<file path="src/rtl/adder_seq_pkg.sv">
// Shared types for the multi-word adder sequencer.
package adder_seq_pkg;

  typedef enum logic [1:0] {
    IDLE,
    RUN,
    DONE
  } state_t;

endpackage

</file>
<file path="src/rtl/configurable_conditional_sum_adder.sv">
// Conditional-sum adder: each block precomputes sums for carry-in 0 and 1, the ripple selects.
module configurable_conditional_sum_adder #(
  parameter int unsigned DATA_WIDTH = 32,
  parameter int unsigned BLOCK_SIZE = 4
) (
  input  logic [DATA_WIDTH-1:0] a,
  input  logic [DATA_WIDTH-1:0] b,
  input  logic                  cin,
  output logic [DATA_WIDTH-1:0] sum,
  output logic                  cout
);

  localparam int unsigned NumBlocks = (DATA_WIDTH + BLOCK_SIZE - 1) / BLOCK_SIZE;

  logic [NumBlocks:0] carry;

  assign carry[0] = cin;

  for (genvar g = 0; g < NumBlocks; g++) begin : g_blk
    localparam int unsigned Lo = g * BLOCK_SIZE;
    // The last block is narrower when DATA_WIDTH is not a multiple of BLOCK_SIZE.
    localparam int unsigned W = (Lo + BLOCK_SIZE > DATA_WIDTH) ? DATA_WIDTH - Lo : BLOCK_SIZE;

    logic [W:0] s0;
    logic [W:0] s1;

    assign s0 = {1'b0, a[Lo +: W]} + {1'b0, b[Lo +: W]};
    assign s1 = s0 + {{W{1'b0}}, 1'b1};

    assign sum[Lo +: W]  = carry[g] ? s1[W-1:0] : s0[W-1:0];
    assign carry[g+1]    = carry[g] ? s1[W] : s0[W];
  end

  assign cout = carry[NumBlocks];

endmodule

</file>
<file path="src/rtl/multiword_adder_sequencer.sv">
// Wide add over NUM_WORDS cycles on one DATA_WIDTH slice, LSW first, valid/ready on both sides.
// Optional subtract mode (in_sub port) is enabled by defining ADDER_SEQ_SUB_EN.
module multiword_adder_sequencer
  import adder_seq_pkg::*;
#(
  parameter int unsigned DATA_WIDTH = 32,
  parameter int unsigned NUM_WORDS  = 4,
  parameter int unsigned BLOCK_SIZE = 4
) (
  input  logic                            clk,
  input  logic                            rst,
  input  logic                            in_valid,
  output logic                            in_ready,
  input  logic [NUM_WORDS*DATA_WIDTH-1:0] in_a,
  input  logic [NUM_WORDS*DATA_WIDTH-1:0] in_b,
`ifdef ADDER_SEQ_SUB_EN
  input  logic                            in_sub,
`endif
  input  logic                            in_cin,
  output logic                            out_valid,
  input  logic                            out_ready,
  output logic [NUM_WORDS*DATA_WIDTH-1:0] out_sum,
  output logic                            out_cout
);

  localparam int unsigned OP_WIDTH = NUM_WORDS * DATA_WIDTH;
  localparam int unsigned CNT_W    = (NUM_WORDS > 1) ? $clog2(NUM_WORDS) : 1;
  localparam logic [CNT_W-1:0] LAST_CNT = CNT_W'(NUM_WORDS - 1);

  state_t              state_q, state_d;
  logic [OP_WIDTH-1:0] a_q, a_d, b_q, b_d, sum_q, sum_d, sum_shift;
  logic                carry_q, carry_d, cout_q, cout_d;
  logic [CNT_W-1:0]    cnt_q, cnt_d;

  logic [DATA_WIDTH-1:0] word_b, word_sum;
  logic                  word_cout;

`ifdef ADDER_SEQ_SUB_EN
  logic sub_q, sub_d;
  assign word_b = sub_q ? ~b_q[DATA_WIDTH-1:0] : b_q[DATA_WIDTH-1:0];
`else
  assign word_b = b_q[DATA_WIDTH-1:0];
`endif

  configurable_conditional_sum_adder #(
    .DATA_WIDTH(DATA_WIDTH),
    .BLOCK_SIZE(BLOCK_SIZE)
  ) u_slice (
    .a   (a_q[DATA_WIDTH-1:0]),
    .b   (word_b),
    .cin (carry_q),
    .sum (word_sum),
    .cout(word_cout)
  );

  // Each word sum enters at the top so the LSW ends up at bit 0 after NUM_WORDS shifts.
  if (NUM_WORDS > 1) begin : g_shift
    assign sum_shift = {word_sum, sum_q[OP_WIDTH-1:DATA_WIDTH]};
  end else begin : g_single
    assign sum_shift = word_sum;
  end

  always_comb begin
    state_d = state_q;
    a_d     = a_q;
    b_d     = b_q;
    carry_d = carry_q;
    cnt_d   = cnt_q;
    sum_d   = sum_q;
    cout_d  = cout_q;
`ifdef ADDER_SEQ_SUB_EN
    sub_d   = sub_q;
`endif
    unique case (state_q)
      IDLE: begin
        if (in_valid) begin
          state_d = RUN;
          a_d     = in_a;
          b_d     = in_b;
          cnt_d   = '0;
`ifdef ADDER_SEQ_SUB_EN
          sub_d   = in_sub;
          carry_d = in_sub | in_cin;
`else
          carry_d = in_cin;
`endif
        end
      end
      RUN: begin
        sum_d   = sum_shift;
        cout_d  = word_cout;
        carry_d = word_cout;
        a_d     = a_q >> DATA_WIDTH;
        b_d     = b_q >> DATA_WIDTH;
        cnt_d   = cnt_q + 1'b1;
        if (cnt_q == LAST_CNT) state_d = DONE;
      end
      DONE: begin
        if (out_ready) state_d = IDLE;
      end
      default: state_d = IDLE;
    endcase
  end

  always_ff @(posedge clk) begin
    if (rst) begin
      state_q <= IDLE;
      a_q     <= '0;
      b_q     <= '0;
      carry_q <= 1'b0;
      cnt_q   <= '0;
      sum_q   <= '0;
      cout_q  <= 1'b0;
`ifdef ADDER_SEQ_SUB_EN
      sub_q   <= 1'b0;
`endif
    end else begin
      state_q <= state_d;
      a_q     <= a_d;
      b_q     <= b_d;
      carry_q <= carry_d;
      cnt_q   <= cnt_d;
      sum_q   <= sum_d;
      cout_q  <= cout_d;
`ifdef ADDER_SEQ_SUB_EN
      sub_q   <= sub_d;
`endif
    end
  end

  assign in_ready  = (state_q == IDLE);
  assign out_valid = (state_q == DONE);
  assign out_sum   = sum_q;
  assign out_cout  = cout_q;

endmodule
</file>
<file path="config.mk">
export PLATFORM = sky130hd
export DESIGN_NAME = multiword_adder_sequencer
export DESIGN_NICKNAME = d
export VERILOG_FILES = /design/src/rtl/adder_seq_pkg.sv /design/src/rtl/configurable_conditional_sum_adder.sv /design/src/rtl/multiword_adder_sequencer.sv
export SDC_FILE = /design/constraint.sdc
export NUM_CORES = 1
export LEC_CHECK = 0
export CAP_MARGIN = 20
export CORE_UTILIZATION = 35
export CTS_BUF_LIST = sky130_fd_sc_hd__clkbuf_8
export CTS_CLUSTER_SIZE = 8
export DETAILED_ROUTE_END_ITERATION = 7
export PLACE_DENSITY_LB_ADDON = 0.3
export SLEW_MARGIN = 10
export SYNTH_ARGS = -nofsm -noshare
export SYNTH_HDL_FRONTEND = slang
export SYNTH_SLANG_ARGS = --single-unit
export TNS_END_PERCENT = 30
</file>
<file path="constraint.sdc">
create_clock -name clk -period 10 [get_ports clk]
set_clock_uncertainty 0.2 [all_clocks]
set_input_delay 3 -clock clk [delete_from_list [all_inputs] [get_ports clk]]
set_output_delay 3 -clock clk [all_outputs]
set_load 0.05 [all_outputs]
</file>
==> flow_summary.toml <==
[clocking]
cts_root_buf = "clkbuf_8"
clk_pin_slew_worst_paths_ps = 60
cts.sinks = 390
cts_made_buffers = 71
insertion_delay_ps = 650
htree_levels = 3
cts_tree = "built"
ctsResizeCount = 0
hold_buffers = 0
cts_buffer_depth = 3
cts_setup_buffers = 0

[timing]
maxSlewViolCount = 0
final_hold_viol_count = 0
timing.final.crit_period_ps = 5960
timing.hold.ws_ps = 255
fin_tns_setup_ps = 0
fin_crit_sh_pct = 59.6
fmax_mhz = 168
final-setup-viol-count = 0
tightestPinTransition_ps = 1140
rsz0062_at_grt = "false"
maxSlewHeadroom_pct = 23.9

[global_route]
grt_max_degree = 245
grt_pass1_wl_um = 87900
grt_pass1_vias = 16100
grt_usage_pct = 20.7
globalRoute.totalOverflow = 0
antenna_found_initial = 12

[logic_synthesis]
synth_edf_count = 0
ys.flop_type = "dfxtp_1"
synth.most_common_cell = "nor2_1"
ys_async_sr_fraction_pct = 0
ys_seq_area_share_pct = 43.1
ys_top_cells_by_count = "nor2_1 (677), dfxtp_1 (390), a21oi_1 (312)"
synth_top_cell_area_share_pct = 43.1
synth_nets = 2770
ys_ff_latch = 390
ys_top_cells_by_area = "dfxtp_1 (43%), nor2_1 (14%), a21oi_1 (8.6%)"
avgSynthCellArea_um2 = 7.36
yosys_warnings = 0
synth_top_area_cell = "dfxtp_1"
ys_types = 47
synthCells = 2460
syn-cell-area_um2 = 18100

[floorplanning]
ios = 392
core_area_um2 = 51200
num_rows = 83
die_x_um = 230
start_util_pct = 35.4
die_h_um = 230
dieArea_um2 = 52700

[critical_path]
critPathKind = "reg -> out"
path_buf_inv = 1
cp_data_arrival_time_ps = 2760
path_cells = "nor2b_1, clkdlybuf4s50_1"
crit_required_ps = 6800
crit_family = "buffers and inverters"
endpoint_kind = "output pin"
start_kind = "register"
cp.depth = 2
crit_path_max_fanout = 75
rr_worst_depth = 18
slowest_stage = "clkdlybuf4s50_1"
reg2reg_slack_ps = 4910
max_stage_delay_ps = 880

[final_layout]
fin_util_pct = 46.5
drive_gt1_share_pct = 4.93
fin_nets = 3055
area_growth_pct = 31.3

[route]
drt.antenna.violating_nets = 0
num_vias = 17100
routed_wirelength_um = 55900
avgRoutedWirePerCell_um = 16.0
detail_route.vias_per_cell = 4.89
drtPass1Iterations = 7
drc = 0
drt_iter0_drc = 988

[hold_path]
holdPathStages = 2
hold_path_class = "reg -> reg"

[power]
power_mw = 4.01
irDropWorstVdd_v = 0.0000836
power.density_nw_per_um2 = 168
power.leakage_nw = 9.54

[outcome]
status = "finished clean"

[job]
maxCapViolCount = 0

[placed_design]
gp_congestion = 0.861
port-buffer-count = 391
dp_hpwl_um = 38600
==> power breakdown <==
| part | internal [mW] | switching, mW | total (mW) |
|---|---|---|---|
| Sequential | 1.66 | 0.0730 | 1.73 |
| Combinational | 0.328 | 0.444 | 0.772 |
| Clock | 0.822 | 0.684 | 1.51 |
| Total | 2.81 | 1.20 | 4.01 |
==> layout make-up <==
cell class,count,area (µm²)
antenna,5,12.5
clock buffer,91,1250
clock inverter,36,181
fill,5233,27400
inverter,14,52.6
multi-input combinational,1862,9550
sequential,390,7820
tap,680,851
timing repair buffer,406,4080
==> stage by stage <==
stage | setup WS (ps) | instance area [µm²] | instances
floorplan | 5400 | 18100 | 2460
global placement | 4590 | 22300 | 3350
detailed placement | 4550 | 22300 | 3351
CTS | 3970 | 23800 | 3478
global route | 3880 | 23800 | 3481
finish | 4040 | 23800 | 3484
==> state kept, by name, summed over array words and instances, names as in the netlist <==
name	flops
a_q	128
b_q	128
carry_q	1
cnt_q	2
out_cout	1
out_sum	128
state_q	2
==> worst min-delay path: cells and delay by family (launching register included) <==
| family | cells | cell delay [ps] |
|---|---|---|
| AO/OA/AOI/OAI | 1 | 50 |
| flip-flops | 1 | 300 |
| AND/OR/NAND/NOR | 1 | 50 |
==> cells in the final DEF, fill, tap and decap left out, types with 2 or more instances in the layout <==
| master | synthesis | final |
|---|---|---|
| fa_1 | 8 | 8 |
| clkdlybuf4s50_1 | 0 | 389 |
| and2_1 | 3 | 2 |
| nor2b_1 | 196 | 195 |
| inv_6 | 0 | 2 |
| nand4b_1 | 2 | 2 |
| nor3_1 | 194 | 194 |
| inv_1 | 14 | 37 |
| nor2_1 | 677 | 676 |
| mux2i_1 | 10 | 10 |
| clkinvlp_4 | 0 | 4 |
| a21oi_1 | 312 | 312 |
| ha_1 | 41 | 41 |
| a22oi_1 | 66 | 66 |
| dfxtp_1 | 390 | 388 |
| mux2i_2 | 3 | 3 |
| diode_2 | 0 | 5 |
| dfxtp_4 | 0 | 2 |
| clkbuf_8 | 0 | 91 |
| a21o_1 | 15 | 15 |
| xor2_1 | 15 | 15 |
| a311oi_1 | 2 | 2 |
| buf_12 | 0 | 2 |
| inv_8 | 0 | 2 |
| nand3_1 | 10 | 10 |
| and3_1 | 2 | 2 |
| a211oi_1 | 27 | 27 |
| buf_4 | 0 | 12 |
| nand4_1 | 5 | 5 |
| clkinv_2 | 0 | 5 |
| xnor2_1 | 25 | 25 |
| nand3b_1 | 2 | 2 |
| nand2_1 | 222 | 222 |
| o21ai_0 | 3 | 3 |
==> per-layer routing <==
| metal | global-route usage (%) | share of wire (%) | vias to the layer above |
|---|---|---|---|
| li1 | - | - | 8681 |
| met1 | 26.7 | 45 | 7769 |
| met2 | 32.5 | 45 | 495 |
| met3 | 6.26 | 7.2 | 91 |
| met4 | 7.60 | 3.0 | 14 |
| met5 | 0 | 0.17 | - |
==> kinds of logic (layout without fill, tap and decap cells) <==
| logic type | count (synthesis) | after routing | synth area share, % |
|---|---|---|---|
| compound gates | 435 | 435 | 13.9 |
| flops | 390 | 390 | 43.1 |
| other cells | 0 | 5 | 0 |
| buf+inv | 208 | 547 | 4.31 |
| mux | 13 | 13 | 0.780 |
| fa+ha+maj | 49 | 49 | 3.72 |
| xor+xnor | 42 | 42 | 2.15 |
| simple gates | 1323 | 1323 | 32.1 |
==> path summary, 6_finish.rpt <==
kind	start	end
min	out_sum[10]	out_sum[10]
min reg2reg	out_sum[10]	out_sum[10]
max reg2reg	b_q[0]	carry_q
max	state_q[1]	out_valid
(Power assumes the default switching activity.)
